<file path="src/rtl/ccu_cmd_parser.sv">
// Command-frame parser on the CCU side of the SPI receive path.
// Hunts for SYNC, parses CMD/LEN/payload/XOR checksum and holds commands.
module ccu_cmd_parser #(
  parameter int         PAYLOAD_MAX = 16,
  parameter logic [7:0] SYNC_BYTE   = 8'hA5,
  parameter int         AW          = $clog2(PAYLOAD_MAX)
) (
  input  logic          axis_aclk,
  input  logic          axis_areset,
  input  logic [7:0]    s_axis_tdata,
  input  logic          s_axis_tvalid,
  output logic          s_axis_tready,
  input  logic          s_axis_tlast,
  output logic          cmd_valid,
  input  logic          cmd_ready,
  output logic [7:0]    cmd_op,
  output logic [7:0]    cmd_len,
  input  logic [AW-1:0] cmd_rd_addr,
  output logic [7:0]    cmd_rd_data,
  output logic          err_chk,
  output logic          err_len,
  output logic          err_frame,
  output logic [15:0]   frame_ok_cnt,
  output logic [15:0]   frame_err_cnt
);

  localparam logic [2:0] S_HUNT = 3'd0;
  localparam logic [2:0] S_CMD  = 3'd1;
  localparam logic [2:0] S_LEN  = 3'd2;
  localparam logic [2:0] S_PAY  = 3'd3;
  localparam logic [2:0] S_CHK  = 3'd4;
  localparam logic [2:0] S_HOLD = 3'd5;
  localparam logic [2:0] S_DISC = 3'd6;

  localparam logic [8:0] LEN_MAX = 9'(PAYLOAD_MAX);

  logic [2:0] state;
  logic [7:0] chk_acc;
  logic [7:0] idx;
  logic [7:0] idx_nxt;
  logic [7:0] op_q;
  logic [7:0] len_q;
  logic [7:0] mem [PAYLOAD_MAX];
  logic       take;
  logic       in_body;

  assign s_axis_tready = (state != S_HOLD) && !axis_areset;
  assign take          = s_axis_tvalid && s_axis_tready;
  assign cmd_valid     = (state == S_HOLD);
  assign cmd_op        = op_q;
  assign cmd_len       = len_q;
  assign idx_nxt       = idx + 8'd1;
  assign in_body       = (state == S_CMD) || (state == S_LEN)
                      || (state == S_PAY);

  // Truncated payload bytes are never written.
  always_ff @(posedge axis_aclk) begin
    if (take && state == S_PAY && !s_axis_tlast)
      mem[idx[AW-1:0]] <= s_axis_tdata;
  end

  always_ff @(posedge axis_aclk or posedge axis_areset) begin
    if (axis_areset) begin
      state         <= S_HUNT;
      chk_acc       <= 8'd0;
      idx           <= 8'd0;
      op_q          <= 8'd0;
      len_q         <= 8'd0;
      cmd_rd_data   <= 8'd0;
      err_chk       <= 1'b0;
      err_len       <= 1'b0;
      err_frame     <= 1'b0;
      frame_ok_cnt  <= 16'd0;
      frame_err_cnt <= 16'd0;
    end else begin
      err_chk     <= 1'b0;
      err_len     <= 1'b0;
      err_frame   <= 1'b0;
      cmd_rd_data <= mem[cmd_rd_addr];
      if (state == S_HOLD) begin
        if (cmd_ready)
          state <= S_HUNT;
      end else if (take) begin
        if (in_body && s_axis_tlast) begin
          err_frame     <= 1'b1;
          frame_err_cnt <= frame_err_cnt + 16'd1;
          state         <= S_HUNT;
        end else begin
          case (state)
            S_HUNT: begin
              if (s_axis_tdata == SYNC_BYTE)
                state <= S_CMD;
            end
            S_CMD: begin
              op_q    <= s_axis_tdata;
              chk_acc <= s_axis_tdata;
              state   <= S_LEN;
            end
            S_LEN: begin
              chk_acc <= chk_acc ^ s_axis_tdata;
              len_q   <= s_axis_tdata;
              idx     <= 8'd0;
              if ({1'b0, s_axis_tdata} > LEN_MAX) begin
                err_len       <= 1'b1;
                frame_err_cnt <= frame_err_cnt + 16'd1;
                state         <= S_DISC;
              end else if (s_axis_tdata == 8'd0) begin
                state <= S_CHK;
              end else begin
                state <= S_PAY;
              end
            end
            S_PAY: begin
              chk_acc <= chk_acc ^ s_axis_tdata;
              idx     <= idx_nxt;
              if (idx_nxt == len_q)
                state <= S_CHK;
            end
            S_CHK: begin
              if (s_axis_tdata == chk_acc) begin
                frame_ok_cnt <= frame_ok_cnt + 16'd1;
                state        <= S_HOLD;
              end else begin
                err_chk       <= 1'b1;
                frame_err_cnt <= frame_err_cnt + 16'd1;
                state         <= S_HUNT;
              end
            end
            S_DISC: begin
              if (s_axis_tlast)
                state <= S_HUNT;
            end
            default: state <= S_HUNT;
          endcase
        end
      end
    end
  end

endmodule
</file>
<file path="config.mk">
export PLATFORM = sky130hd
export DESIGN_NAME = ccu_cmd_parser
export DESIGN_NICKNAME = d
export VERILOG_FILES = /design/src/rtl/ccu_cmd_parser.sv
export SDC_FILE = /design/constraint.sdc
export NUM_CORES = 1
export LEC_CHECK = 0
export CAP_MARGIN = 20
export CORE_MARGIN = 2
export CORE_UTILIZATION = 45
export DETAILED_ROUTE_END_ITERATION = 6
export PLACE_DENSITY = 0.65
export SKIP_CTS_REPAIR_TIMING = 1
export SYNTH_ARGS = -nofsm -noshare
export SYNTH_HDL_FRONTEND = slang
export SYNTH_SLANG_ARGS = --single-unit
</file>
<file path="constraint.sdc">
create_clock -name axis_aclk -period 3.3 [get_ports axis_aclk]
set_input_delay 0.825 -clock axis_aclk [delete_from_list [all_inputs] [get_ports axis_aclk]]
set_output_delay 0.825 -clock axis_aclk [all_outputs]
set_load 0.05 [all_outputs]
</file>
-- Word level (Yosys, flattened, before mapping)
Memory sizes are Yosys's and may differ from the RTL's. A register that Yosys moved wholly into a read port is not among the register bits.
Cells that the tools add are included.
- output and inout bits: 61
- register bits: 70
- word-level logic and storage cells: 89
- bits in writable memories: 128
- memories kept: 1
- bits of input ports: 17
- bitwise logic cells: 3
- $lt $le $gt $ge: 1
- add/subtract/negate cells: 3
- equal/unequal tests: 16
- reduce and logical (&&, ||, !) cells: 23
- muxes and demuxes: 32
- memories (name ; depth ; width ; rd ports ; clocked after Yosys merged registers in ; write ports ; line ; text):
    mem ; 16 ; 8 ; 1 ; 1 ; 1 ; 43 ; logic [7:0] mem [PAYLOAD_MAX];
- operator list (operator ; number):
    $mux W16 ; 3
    $add A16 B1 Y16 const B ; 2
    $pmux W16 S2 ; 1
    $pmux W8 S2 ; 2
    $mux W3 ; 10
    $pmux W3 S6 ; 1
    $eq A8 B8 Y1 ; 2
    $reduce_and A4 Y1 ; 4
    $mux W1 ; 15
    $reduce_and A5 Y1 ; 3
    $eq A3 B3 Y1 const B ; 3
    $add A8 B1 Y8 const B ; 1
    $eq A8 B8 Y1 const B ; 1
    $gt A8 B5 Y1 const B ; 1
    $logic_not A8 Y1 ; 1
    $ne A4 B4 Y1 const B ; 2
    $xor A8 B8 Y8 ; 1
    $eq A3 B2 Y1 const B ; 2
    $ne A3 B3 Y1 const B ; 2
    $reduce_bool A2 Y1 ; 3
    $logic_and A1 B1 Y1 ; 5
    $ne A4 B2 Y1 const B ; 1
    $eq A3 B1 Y1 const B ; 1
    $logic_not A3 Y1 ; 1
    7 further kinds ; 10

-- Depth between registers and ports, before layout
Gate-level depths: netlist of run 1.
- depth in word-level cells: 7
- depth in mapped cells: 8
- gate-level depth less buffers: 7

-- Worst setup path before layout of run 1
OpenSTA, ideal clock, no wires.
- kind: reg-to-output
- start: register state[1]
- end: output s_axis_tready
- buffers on the path: 1
- stages on the path, launching flop included: 5
- arrival time: 1.847 ns
- path slack: 0.628 ns
- required time: 2.475 ns
- cells stage by stage: dfrtp_1 -> clkbuf_1 -> nand2b_1 -> nor2_1 -> nor2_1
- cells in the longest elaborated chain, start to end: 2
- ends and longest elaborated chain (what ; line ; text):
    start, declared ; 37 ; logic [2:0] state;
    start signal, assigned ; 64 ; state <= S_HUNT;
    start signal, assigned ; 82 ; state <= S_HUNT;
    start signal, assigned ; 87 ; state <= S_HUNT;
    $ne A3 B3 Y1 ; 47 ; assign s_axis_tready = (state != S_HOLD) && !axis_areset;
    $logic_and A1 B1 Y1 ; 47 ;
    end, declared ; 12 ; output logic s_axis_tready,
No other way between the ends.

-- Final worst setup path of run 1
- start: register state[0]
- end: output cmd_valid
- cells in the longest elaborated chain, start to end: 1
- ends and longest elaborated chain (what ; line ; text):
    $eq A3 B3 Y1 ; 49 ; assign cmd_valid = (state == S_HOLD);
    end, declared ; 14 ; output logic cmd_valid,
No other way between the ends.

==> metrics.md, run 1 <==
| Metric | Value |
|---|---|
| Status | `complete, no violations` |
| Clk root buf | `clkbuf_16` |
| Total number of vias | `5252` |
| Number of global-route vias before repair | `5340` |
| Fin. Hold Viols | `0` |
| Syn Std Cell Area | `0.008737 mm^2` |
| Die Y | `143.3 um` |
| Post-Synth XOR/XNOR Area | `4.912%` |
| Sw power | `2.103 mW` |
| Logic gate share of total power | `21.1%` |
| Core ar. | `0.01889 mm^2` |
| Number of synthesized flops with an enable pin | `128` |
| Final hold slack | `487.6 ps` |
| Fill cell count | `1502` |
| Arrival time at the worst endpoint | `2340 ps` |
| Synth Warn # | `0` |
| Synth top area share | `43.99%` |
| Critical path, cell by cell | `inv_1 -> nor2_1 -> clkdlybuf4s50_1` |
| Dpl cell area | `0.01002 mm^2` |
| Critical Path Start Type | `flip-flop` |
| Syn Inst Count | `573` |
| Ys async rst share | `37.86%` |
| First-pass GRT wire length | `30510 um` |
| # DRC | `0` |
| Die Span X | `143.3 um` |
| Post-route insts no fill | `966` |
| Clock network fraction of design power | `33.1%` |
| Post-Syn Nets | `596` |
| Largest family of logic cells by synthesized area | `multiplexers` |
| Synth Register Bits | `206` |
| Cell area after layout | `0.01068 mm^2` |
| WL final | `19120 um` |
| Setup violations, final | `0` |
| Mux contribution to synthesized area | `13.25%` |
| Placed insts | `924` |
| Layout area overhead | `22.21%` |
| # port buffers | `77` |
| Worst-margin pin slew | `633.9 ps` |
| Average size of a mapped cell | `15.25 um^2` |
| Gr usage total | `19.39%` |
| Crit path max fanout | `10` |
| Simple-gate share of the synthesized area | `9.638%` |
| Count of final max-slew check failures | `0` |
| I/O pin cnt | `78` |
| Total gr overflow | `0` |
| Max rail drop VDD | `0.0003874 V` |
| 1st-iter DRT viols | `418` |
| Num CTS Buffers | `23` |
| Worst EP required | `2470 ps` |
| Final RePlAce weighted congestion | `0.8222` |
| Largest net degree at the start of global routing | `33` |
| Layout Utilization | `56.52%` |
| Initial antenna violation count | `0` |
| Rows | `50` |
| Sequential element share of the synthesized area | `66.33%` |
| Critical path's slowest cell | `clkdlybuf4s50_1` |
| Nets | `712` |
| Pleak | `3.939 nW` |
| Max transition margin | `57.61%` |
| DP Wirelength | `12940 um` |
| Vias per inst | `5.437` |
| Yosys top cell by area | `edfxtp_1` |
| Synth top area cells | `edfxtp_1 44%, dfrtp_1 22%, mux4_2 10%` |
| Internal Power | `4.789 mW` |
| CTS tree | `yes` |
| Initial core utilization | `46.25%` |
| Skew final | `11.91 ps` |
| Total power | `6.892 mW` |
| HP Class | `flip-flop to flip-flop` |
| TritonCTS Sinks | `206` |
| Crit. End Element | `output pin` |
| Synth unique cells | `44` |
| PD cells | `645.5 mW/mm^2` |
| RSZ-0062 raised after global routing | `false` |
| CP Buf/Inv Count | `2` |
| Crit path max-delay family | `buffers and inverters` |
| Commonest cells post-synth | `128 x edfxtp_1, 78 x dfrtp_1, 48 x nand2_1` |
| Synth Area in Adders | `0.8592%` |
| Die area | `0.02055 mm^2` |
| Antenna-violating nets left | `0` |
| Pre-antenna DRT Iters | `5` |
| Count leader, synth | `edfxtp_1` |
| Clk slew on worst S/H paths | `60 ps` |
| Share of layout cells above drive strength 1 | `19.55%` |
| Max incr delay on CP | `850 ps` |
| Clk_lat worst skew | `500 ps` |
| Max-cap violations | `0` |
| TNS Setup | `0 ps` |
| Minimum clock period | `3165 ps` |
| Net Sw Frac | `30.51%` |
| Post-synthesis compound-gate area fraction | `3.022%` |
| Clock buffer depth | `3` |
| WS Path Type | `flip-flop to output pin` |
| Final Cycle Share | `95.90%` |
| H-tree depth | `1` |
| Final WS setup | `135.4 ps` |
| Top FF cell, synth | `edfxtp_1` |
| Ant. Diodes | `0` |
| Place WS | `0.5476 ps` |
| Seq pwr share | `45.8%` |
| DR WL/cell | `19.79 um` |
| FMAX | `0.3160 GHz` |
## logic make-up (layout without fill, tap and decap cells)
kind of cell               Yosys count  count (layout)
xor gates and xnor gates            49              49
buffers and inverters               39             172
and+or+nand+nor                    164             164
DFF                                206             206
muxes                               63              63
AOI/OAI and AO/OA                   46              46
adders and majority gates            6               6
## area by class of cell
| cell class | count | area, um^2 | share of cell area (%) |
|---|---|---|---|
| flip-flops and latches | 206 | 5796 | 54.28 |
| multi-input cells | 328 | 2768 | 25.92 |
| clock inverters | 9 | 48.80 | 0.4570 |
| inverters | 16 | 61.31 | 0.5742 |
| clock buffers | 33 | 613.1 | 5.742 |
| well taps | 260 | 325.3 | 3.047 |
| repair buffers | 114 | 1066 | 9.984 |
## metal layers
metal | routed length [um] | share of wire (%) | global-route usage (%) | up-vias
met5 | 0 | 0 | 0 | -
met2 | 9055 | 47 | 31.13 | 157
met3 | 979 | 5.1 | 2.999 | 33
met4 | 370 | 1.9 | 4.747 | 0
met1 | 8712 | 46 | 28.17 | 2696
li1 | - | - | - | 2366
## power groups by stage
stage | Clock, mW | Sequential, mW | Combinational (mW)
5_1_grt | 2.44 | 3.19 | 1.56
3_5_place_dp | 0 | 3.20 | 1.45
6_report | 2.28 | 3.16 | 1.45
2_1_floorplan | 0 | 3.56 | 0.595
4_1_cts | 2.33 | 3.16 | 1.46
3_3_place_gp | 0 | 3.20 | 1.43
## state kept, by name, summed over array words and instances (netlist names)
name and cells:
err_len 1, frame_ok_cnt 16, state 3, frame_err_cnt 16, err_frame 1, mem 128, chk_acc 8, cmd_len 8
cmd_op 8, err_chk 1, cmd_rd_data 8, idx 8
## placed cells by master (no fill, tap or decap), drive strengths merged, types with 5 or more instances in the layout
cell	count
buf	39
clkinv	8
dfrtp	78
clkdlybuf4s50	75
nand2b	5
nand3	22
ha	6
clkbuf	33
edfxtp	128
mux4	40
mux2	21
xnor2	26
inv	17
nand2	48
xor2	23
nor2	36
o21ai	29
nand4	6
nor4	9
nor3	16
## path summary, 6_finish.rpt
check	from	end	slack [ps]	cells after the start
max	state[0]$_DFFE_PP0P_	cmd_valid	140	3
min	frame_err_cnt[15]$_DFFE_PP0P_	frame_err_cnt[15]$_DFFE_PP0P_	490	1
max reg2reg	idx[2]$_DFFE_PP0P_	state[0]$_DFFE_PP0P_	700	6
min reg2reg	frame_err_cnt[15]$_DFFE_PP0P_	frame_err_cnt[15]$_DFFE_PP0P_	490	1
max in group asynchronous	axis_areset	cmd_rd_data[3]$_DFF_PP0_	1740	3
min in group asynchronous	axis_areset	err_frame$_DFF_PP0_	750	2
Power figures use the tool's default switching activity.
==> run 2, diff against run 1 <==
- SKIP_LAST_GASP: default -> 1
==> results of run 2 <==
Same layout as run 1: the final DEF is identical, and so are final timing and power.
